`src/rtl/if_id_queue.sv`:
```
// IF/ID instruction queue: DEPTH-entry circular FIFO between Fetch and Decode.
// Filters cache-miss fetches (counted, saturating) and empties on a taken-branch flush.
module if_id_queue #(
  parameter int INSTR_W = 32,
  parameter int PC_W    = 32,
  parameter int DEPTH   = 4,
  parameter int CNT_W   = 16
) (
  input  logic                       clk,
  input  logic                       rst,
  input  logic                       in_valid,
  input  logic                       in_hit,
  input  logic [INSTR_W-1:0]         in_instr,
  input  logic [PC_W-1:0]            in_next_pc,
  output logic                       in_ready,
  input  logic                       flush,
  input  logic                       stall,
  output logic                       out_valid,
  output logic [INSTR_W-1:0]         out_instr,
  output logic [PC_W-1:0]            out_next_pc,
  output logic [$clog2(DEPTH):0]     count,
  output logic [CNT_W-1:0]           miss_cnt
);
  localparam int AW = $clog2(DEPTH);
  localparam int PW = AW + 1;

  typedef struct packed {
    logic [INSTR_W-1:0] instr;
    logic [PC_W-1:0]    next_pc;
  } entry_t;

  entry_t        mem [DEPTH];
  entry_t        head;
  logic [PW-1:0] wr_ptr, rd_ptr;
  logic          empty, full, push, pop, miss;

  // MSB of each pointer is a wrap bit so full and empty are distinguishable.
  assign empty = (wr_ptr == rd_ptr);
  assign full  = (wr_ptr[AW-1:0] == rd_ptr[AW-1:0]) && (wr_ptr[AW] != rd_ptr[AW]);

  assign in_ready  = !full;
  assign out_valid = !empty;

  assign push = in_valid &  in_hit & in_ready & !flush;
  assign miss = in_valid & !in_hit & !flush;
  assign pop  = out_valid & !stall & !flush;

  always_ff @(posedge clk) begin
    if (rst) begin
      wr_ptr   <= '0;
      rd_ptr   <= '0;
      miss_cnt <= '0;
    end else begin
      if (push) wr_ptr <= wr_ptr + 1'b1;
      // Flush drops everything queued; the concurrent push is already gated off.
      if (flush)    rd_ptr <= wr_ptr;
      else if (pop) rd_ptr <= rd_ptr + 1'b1;
      if (miss && (miss_cnt != {CNT_W{1'b1}})) miss_cnt <= miss_cnt + 1'b1;
    end
  end

  // Storage has no reset; only pointer state defines validity.
  always_ff @(posedge clk) begin
    if (!rst && push) mem[wr_ptr[AW-1:0]] <= '{instr: in_instr, next_pc: in_next_pc};
  end

  assign head        = mem[rd_ptr[AW-1:0]];
  assign out_instr   = empty ? '0 : head.instr;
  assign out_next_pc = empty ? '0 : head.next_pc;
  assign count       = wr_ptr - rd_ptr;
endmodule

```
`config.mk`:
```
export PLATFORM = sky130hd
export DESIGN_NAME = if_id_queue
export DESIGN_NICKNAME = d
export VERILOG_FILES = /design/src/rtl/if_id_queue.sv
export SDC_FILE = /design/constraint.sdc
export NUM_CORES = 1
export LEC_CHECK = 0
export ABC_AREA = 1
export CAP_MARGIN = 30
export CORE_MARGIN = 4
export CORE_UTILIZATION = 59
export DETAILED_ROUTE_END_ITERATION = 10
export GPL_TIMING_DRIVEN = 0
export PLACE_DENSITY = 0.83
export REMOVE_ABC_BUFFERS = 1
export SYNTH_ARGS = -nofsm -noshare
export SYNTH_HDL_FRONTEND = slang
export SYNTH_SLANG_ARGS = --single-unit
```
`constraint.sdc`:
```
create_clock -name clk -period 8.2 [get_ports clk]
set_clock_uncertainty 0.1 [all_clocks]
set_input_delay 2.05 -clock clk [delete_from_list [all_inputs] [get_ports clk]]
set_output_delay 2.05 -clock clk [all_outputs]
set_load 0.02 [all_outputs]
```
==> results, run 1 <==
- In the synthesized netlist the dominant register cell turns out to be sky130_fd_sc_hd__edfxtp_1.
- The final instance area is around 14000 um^2.
- The cell with the most instances after synthesis is sky130_fd_sc_hd__nor2_1.
- The number of cell instances on the worst register-to-register path is 6.
- The run finished with clean final reports.
- The clock network latency to the later pin of the worst-skew pair is roughly 0.5 ns.
- Dividing the detail-routed wire length by the instance count gives 18.1 um.
- The layout net count is 1206.
- The endpoint arrival time on the critical path is 3.39 ns.
- The sum of net half-perimeters after detailed placement is 14900 um.
- The number of global-route vias before repair is slightly below 8000.
- The die height is 147 um.
- The length of the first detailed-routing pass in iterations is 5.
- The worst stage delay on the critical path is just under 0.9 ns.
- The number of levels the H-tree was split into is 1.
- Sorting the synthesized cells by how often they occur yields sky130_fd_sc_hd__nor2_1, sky130_fd_sc_hd__edfxtp_1, sky130_fd_sc_hd__o21ai_0.
- The number of post-CTS setup repair buffers is 0.
- The global routing usage summed across all routing layers is between 20% and 30%.
- The worst setup path is launched from a flip-flop.
- The measured slew at the worst slew-check pin is between 0.9 and 1 ns.
- The worst-path maximum fanout is between 60 and 70.
- The final worst-path cycle share is roughly two thirds.
- In this run, the combinational gates consume between 10% and 20% of the power.
- For this design the top-level I/O count stands at roughly 160.
- By area the synthesized netlist is led by sky130_fd_sc_hd__edfxtp_1, sky130_fd_sc_hd__nor2_1, sky130_fd_sc_hd__o21ai_0.
- The buffer type at the clock tree root is sky130_fd_sc_hd__clkbuf_16.
- The worst min-delay path category is reg2reg.
- Counting along the longest clock path gives a buffer depth of 3.
- The clock net in this run drives a total of 280 sinks.
- Max-cap violations in this run came to 0.
- The critical path ends at out_instr[28].
- The post-synthesis cell type count is 24.
- The worst setup path is captured at an output pin.
- For this design the static power due to leakage is between 4 and 5 nW.
- The setup slack after layout is 2.66 ns.
- In this run, the clock network consumes about 35% of the power.
- The die covers 21500 um^2.
- The proportion of power drawn by flip-flops and latches is about half.
- The worst slack after detailed placement is between 3 and 4 ns.
- The number of filler cells placed in the layout is approximately 1200.
- For this design, the CTS-stage hold fixing added 0 buffers.
- During placement, the flow inserted port buffers numbering roughly 150.
- For flop-to-flop paths, the worst setup slack is ~5.3 ns.
- Synthesis inferred 280 register bits.
- The worst pin sits at a relative slew slack of about two fifths.
- The number of cells upsized or downsized after cts is 0.
- The synthesized design spends more area on one cell type than any other, namely sky130_fd_sc_hd__edfxtp_1.
- The standard-cell row count is 50.
- In this run the power density over the cells is 237 nW/um^2.
- The share of flip-flops with an asynchronous set or reset after synthesis is 0%.
- The maximum vdd ir drop is 0.154 mV.
- The die outline width is roughly 150 um.
- The fraction of layout instances using a drive strength above 1 is 5.41%.
- The total via count in the routed design is between 7000 and 8000.
- Buffers inserted during clock tree synthesis total 27.
- Setup violations remaining at the end of the flow were counted as 0.
- The final hold violation count is 0.
- Counting I/O delays and the setup requirement, the final critical path takes between 5 and 6 ns.
- Summed over all nets, the switching power comes to around 0.85 mW.
- During synthesis, Yosys emitted a total of 0 warnings.
- The count of placed standard cells in the final layout, fillers left out is between 1000 and 1500.
- Counting both buffers and inverters, the worst setup path holds a total of 3.
- The initial antenna violation count is 1.
- The maximum frequency from static timing analysis is approximately 0.18 GHz.
- At the worst endpoint, the required time is ~6.1 ns.
- The overall power consumption is between 3 and 4 mW.
- Counting flops with a built-in enable in the synthesized netlist gives about 260.
- On the critical path, the stage with the largest delay is an instance of sky130_fd_sc_hd__dfxtp_4.
- The critical path depth in cells is 6.
- The wire length of the first global-routing pass is approximately 40000 um.
- For this run the aggregate overflow at the end of global routing stands at 0.
- After detailed routing, the number of vias per cell comes to between 5 and 6.
- The internal portion of the total power is approximately 2.5 mW.
- Setup total negative slack on the finished layout was measured at 0 ns.
- After synthesis, flip-flops and latches occupy between 70% and 80% of the total area.
- The number of placed instances with taps included is roughly 1300.
- The mapped netlist covers roughly 11000 um^2.
- The placement-stage cell area is between 10000 and 15000 um^2.
- The startpoint of the most critical register-to-register path is wr_ptr[0]$_SDFFE_PP0P_.
- The sum of routed wire length over all layers is 25000 um.
- After clock tree synthesis, the clock-pin slew on the worst setup and hold paths is roughly 0.060 ns.
- The final number of max-transition violations is 0.
- The share of the synthesized area in the top cell type is between 60 and 70%.
- The average instance area after synthesis is 11.5 um^2.
- Entering global routing, the biggest net connects 73 pins.
- After floorplanning, the core was sized to cover ~19000 um^2.
- For this run, design rule violations remaining after detail routing come to 0.
- Synthesis produced 984 cells.
- Among cell families on the critical path, the largest total delay comes from buffers and inverters.
- Setup repair after global routing left no endpoint under its margin.
- The starting density of the core is about 60%.
- The layout-stage area growth over the synthesis result is 24.1%.
- The switching share of total power is about a quarter.
- The endpoint of the lowest-slack register-to-register path is mem[1][29]$_DFFE_PP_.
- The initial DRC count is around 580.
- The category of the most critical setup path is reg2out.
- Walking the worst path, the cells encountered are inv_2 > buf_12 > nor2_1 > o21ai_0 > a21oi_1 > clkdlybuf4s50_1.
- The CTS tree is built.
- The final weighted congestion in routability-driven placement is between 0.8 and 0.9.
- The remaining antenna violation count after routing is 0.
-- sequential cells by signal, indices dropped and copies added (netlist names), named ones only --
| name | count |
|---|---|
| mem | 256 |
| miss_cnt | 16 |
| rd_ptr | 3 |
| wr_ptr | 3 |
-- final cells by class --
type / count / area [um^2] / share of cell area [%]
antenna: 1 / 2.50 / 0.0178
clock buffer: 35 / 706 / 5.02
clock inverter: 13 / 109 / 0.775
inverter: 34 / 130 / 0.926
multi-input combinational: 618 / 2810 / 20.0
sequential: 280 / 8180 / 58.2
tap: 234 / 293 / 2.08
timing repair buffer: 166 / 1830 / 13.0
-- kinds of logic after synthesis --
group / share of synthesized area [%]
simple gates: 13.7
flops: 72.1
compound gates: 9.60
buf+inv: 3.30
fa+ha+maj: 1.06
xor+xnor: 0.232
-- power groups by stage --
stage	registers, mW	logic (mW)	clock network (mW)
final	1.60	0.580	1.15
after global routing	1.61	0.627	1.22
after CTS	1.60	0.583	1.16
after detailed placement	1.63	0.579	0
after global placement	1.64	0.550	0
after floorplan	1.63	0.282	0
-- worst min path at each step --
stage	startpoint	endpoint	cells after the start
2_1_floorplan	rd_ptr[2]$_SDFFE_PP0N_	rd_ptr[2]$_SDFFE_PP0N_	2
3_3_place_gp	rd_ptr[2]$_SDFFE_PP0N_	rd_ptr[2]$_SDFFE_PP0N_	2
3_5_place_dp	rd_ptr[2]$_SDFFE_PP0N_	rd_ptr[2]$_SDFFE_PP0N_	2
4_1_cts	rd_ptr[2]$_SDFFE_PP0N_	rd_ptr[2]$_SDFFE_PP0N_	2
5_1_grt	miss_cnt[1]$_SDFFE_PP0P_	miss_cnt[1]$_SDFFE_PP0P_	2
6_report	rd_ptr[2]$_SDFFE_PP0N_	rd_ptr[2]$_SDFFE_PP0N_	2
-- layer usage --
metal  routed length [um]  global-route usage (%)  share of wire, %  up-vias
li1                     -                       -                 -     3711
met1                10100                    30.3                40     3691
met2                12700                    40.2                51      263
met3                 1870                    4.00               7.5       31
met4                  379                    5.64               1.5        0
met5                    0                       0                 0        -
-- worst min-delay path: cells and delay by family, from the launching register on --
| kind | cells | cell delay [ns] |
|---|---|---|
| AO/OA/AOI/OAI | 1 | 0.07 |
| flip-flops | 1 | 0.31 |
| buffers and inverters | 1 | 0.10 |
-- per-stage QoR --
step / utilization, % / hold slack [ns]
after floorplan: - / 0.380
after global placement: 68.8 / 0.404
after detailed placement: 70.5 / 0.419
after CTS: 74.9 / 0.429
after global routing: 74.9 / 0.459
final: 74.9 / 0.429
-- layout by cell type, fill, tap and decap left out, types with 6 or more instances in the layout --
cell type and count:
sky130_fd_sc_hd__nor2_1 297, sky130_fd_sc_hd__edfxtp_1 256, sky130_fd_sc_hd__clkdlybuf4s50_1 154, sky130_fd_sc_hd__o21ai_0 131, sky130_fd_sc_hd__a21oi_1 82, sky130_fd_sc_hd__nand2_1 55, sky130_fd_sc_hd__inv_1 30, sky130_fd_sc_hd__clkbuf_16 27
sky130_fd_sc_hd__nand3_1 25, sky130_fd_sc_hd__dfxtp_1 22, sky130_fd_sc_hd__nor2_4 8, sky130_fd_sc_hd__ha_1 8, sky130_fd_sc_hd__clkbuf_1 8, sky130_fd_sc_hd__clkinv_2 6, sky130_fd_sc_hd__buf_12 6, sky130_fd_sc_hd__buf_16 6
(Power assumes the default switching activity.)
==> run 2: changes to the inputs <==
- CORE_UTILIZATION: 59 -> 55
- PLACE_DENSITY: 0.83 -> 0.78
- clock period: 8.2 -> 5.2 ns (I/O delays scaled with it)
==> results, run 2 (synthesis results as in run 1) <==
- For this run, design rule violations remaining after detail routing come to 0.
- The area used by multi-input combinational logic is about 2800 um^2.
- Global routing used between 20% and 30% of the available tracks across all layers.
- The endpoint identified for the worst register-to-register timing path is mem[2][53]$_DFFE_PP_.
- The library cells used most frequently in the layout, excluding fill and tap cells, are sky130_fd_sc_hd__nor2_1, sky130_fd_sc_hd__edfxtp_1, sky130_fd_sc_hd__clkdlybuf4s50_1.
- The worst path meets setup with 0.443 ns of slack.
- The endpoint arrival time on the critical path is around 3.4 ns.
- The category of the most critical setup path is reg2out.
- Total power for the finished layout comes to ~5.3 mW.
- The sum of overflow across all layers after global routing is 0.
- For the worst flop-to-flop path, the logic depth is 6.
- In this run the count of I/O pins placed on the die edge is 155.
- CTS saw 280 sinks.
- The final-layout setup total negative slack is 0 ns.
- The length of the first detailed-routing pass in iterations is 5.
- After detailed placement, the total cell area comes to between 10000 and 15000 um^2.
- In the finished design, the share of the clock period the worst path needs comes to 91.5%.
- The hold-fix buffer count after cts is 0.
- The commonest non-fill, non-tap cell in the layout is sky130_fd_sc_hd__nor2_1.
- Across the run, the number of max-cap violations was 0.
- The clock network latency to the later pin of the worst-skew pair is roughly 0.52 ns.
- From bottom edge to top edge, the die measures approximately 150 um.
- After clock tree synthesis, the setup repair step added 0 buffers.
- Setup repair after global routing left no endpoint under its margin.
- The startpoint identified for the worst register-to-register timing path is wr_ptr[0]$_SDFFE_PP0P_.
- Timing analysis after detailed placement gives a worst setup slack of roughly 0.9 ns.
- The number of cells upsized or downsized after cts is 0.
- Buffers inserted during clock tree synthesis total 27.
- After detailed routing, the average wire length per cell comes to roughly 17 um.
- The CTS tree is built.
- Entering global routing, the biggest net connects slightly below 100 pins.
- For hold timing, the worst endpoint is rd_ptr[2]$_SDFFE_PP0N_.
- The element type at the critical path end is an output pin.
- For this configuration, the core starts out at a cell density of 56.0%.
- The clock transition at the registers of the reported paths is 0.06 ns.
- Detailed routing inserted a total of roughly 7600 vias.
- The maximum buffer depth of the clock tree is 3.
- The startpoint of the worst hold path is rd_ptr[2]$_SDFFE_PP0N_.
- Counting instances, the worst hold path has a depth of 2.
- Once layout is done, the placed cells without fillers occupy about 14000 um^2.
- The flow ran to the end, and the final reports show no timing, DRC or antenna violations.
- The initial antenna violation count was 0.
- The analysis attributes to cell leakage a power of 4.84 nW.
- The worst-case IR drop observed on VDD is approximately 0.23 mV.
- The first global-routing pass estimated between 30000 and 40000 um of wire.
- The sum of net half-perimeters after detailed placement is between 10000 and 15000 um.
- Fill cells in the final layout number 1442.
- The remaining max-slew budget at the tightest pin is between 30% and 40%.
- The initial DRC count is 463.
- The number of global-route vias before repair came to around 7400.
- After floorplanning, the core was sized to cover between 20000 and 25000 um^2.
- The standard-cell row count is between 50 and 60.
- In this run the number of H-tree levels came out at 1.
- The routed design has between 20000 and 25000 um of wire.
- The final hold violation count is 0.
- The cell sitting at the root of the clock tree is a sky130_fd_sc_hd__clkbuf_16.
- The quantity of I/O buffers inserted on ports is about 150.
- Once detail routing completed, the nets flagged for antenna violations numbered 0.
- The layout-stage area growth over the synthesis result is 24.9%.
- The register with the most flip-flops in the layout has approximately 260 of them.
- For this run, the post-layout net count is between 1000 and 1500.
- The maximum frequency from static timing analysis is ~0.21 GHz.
- In the final layout, the share of cells above drive strength 1 is around 5.4%.
- Measured along the x axis, the die boundary spans approximately 150 um.
- The sequential cell area is between 8000 and 9000 um^2.
- For flop-to-flop paths, the worst setup slack is between 2 and 2.5 ns.
- Routability-driven placement finished with a final weighted congestion of approximately 0.80.
- The tightest min-delay check is of the reg2reg type.
- The smallest clock period supported by the final layout is computed as 4.76 ns.
- Setup violations remaining at the end of the flow were counted as 0.
- The power density relative to cell area is approximately 380 nW/um^2.
- STA puts the critical path data required time at 3.80 ns.
- The floorplan die area is roughly 23000 um^2.
- The kind of launch point of the worst setup path is a flip-flop.
- The worst-path maximum fanout is 65.
- The final number of max-transition violations is 0.
- For the pin with the worst max-slew slack, the measured transition is 0.928 ns.
- The number of vias per cell is about 5.3.
## run 2: cell count changes in the layout (fill, tap and decap cells not counted), sizes merged
cell,delta
bufinv,+1
clkbuf,+6
clkinv,-7
inv,+2
## run 2: worst max-delay path by stage
stage               startpoint  slack [ns]              endpoint
CTS                  flip-flop        0.38         out_instr[20]
global placement     flip-flop       -3.80       out_next_pc[30]
floorplan            flip-flop       -0.44       out_next_pc[30]
global route         flip-flop        0.26        out_next_pc[6]
detailed placement         rst        0.89  mem[2][34]$_DFFE_PP_
finish               flip-flop        0.44        out_next_pc[6]
## run 2: report_power, final
group	total, mW	internal [mW]	switching [mW]	leakage (nW)
Sequential	2.53	2.48	0.0495	2.50
Clock	1.90	1.14	0.759	0.421
Combinational	0.909	0.390	0.520	1.92
## run 2: critical path, stage by stage, from the launching register on
cell,delay [ns]
sky130_fd_sc_hd__dfxtp_4,0.90
sky130_fd_sc_hd__inv_2,0.53
sky130_fd_sc_hd__buf_12,0.34
sky130_fd_sc_hd__nor2_1,0.12
sky130_fd_sc_hd__o21ai_0,0.10
sky130_fd_sc_hd__a21oi_1,0.16
sky130_fd_sc_hd__clkdlybuf4s50_1,0.66
## run 2: through the flow
step	util, %	hold WS (ns)	std cells
floorplan	-	0.380	932
global placement	64.0	0.408	1356
detailed placement	65.6	0.417	1368
CTS	69.9	0.427	1418
global route	69.9	0.466	1418
finish	69.9	0.429	1419
## run 2: area by class of cell
| type | count | share of cell area [%] |
|---|---|---|
| clock buffer | 41 | 5.29 |
| tap | 270 | 2.39 |
| antenna | 1 | 0.0177 |
| inverter | 34 | 0.920 |
| clock inverter | 9 | 0.876 |
| sequential | 280 | 57.8 |
| timing repair buffer | 166 | 12.8 |
| multi-input combinational | 618 | 19.9 |
## run 2: per-layer routing
| metal | global-route usage (%) | vias to the layer above | wire length [um] |
|---|---|---|---|
| li1 | - | 3711 | - |
| met1 | 25.5 | 3571 | 9410 |
| met2 | 36.3 | 239 | 12100 |
| met3 | 4.91 | 33 | 2030 |
| met4 | 4.99 | 0 | 338 |
| met5 | 0 | - | 0 |
==> run 3: changes to the inputs <==
- ABC_CLOCK_PERIOD_IN_PS: default -> 5200
==> results of run 3 <==
No change in the layout: final DEF, timing and power equal those of run 2.
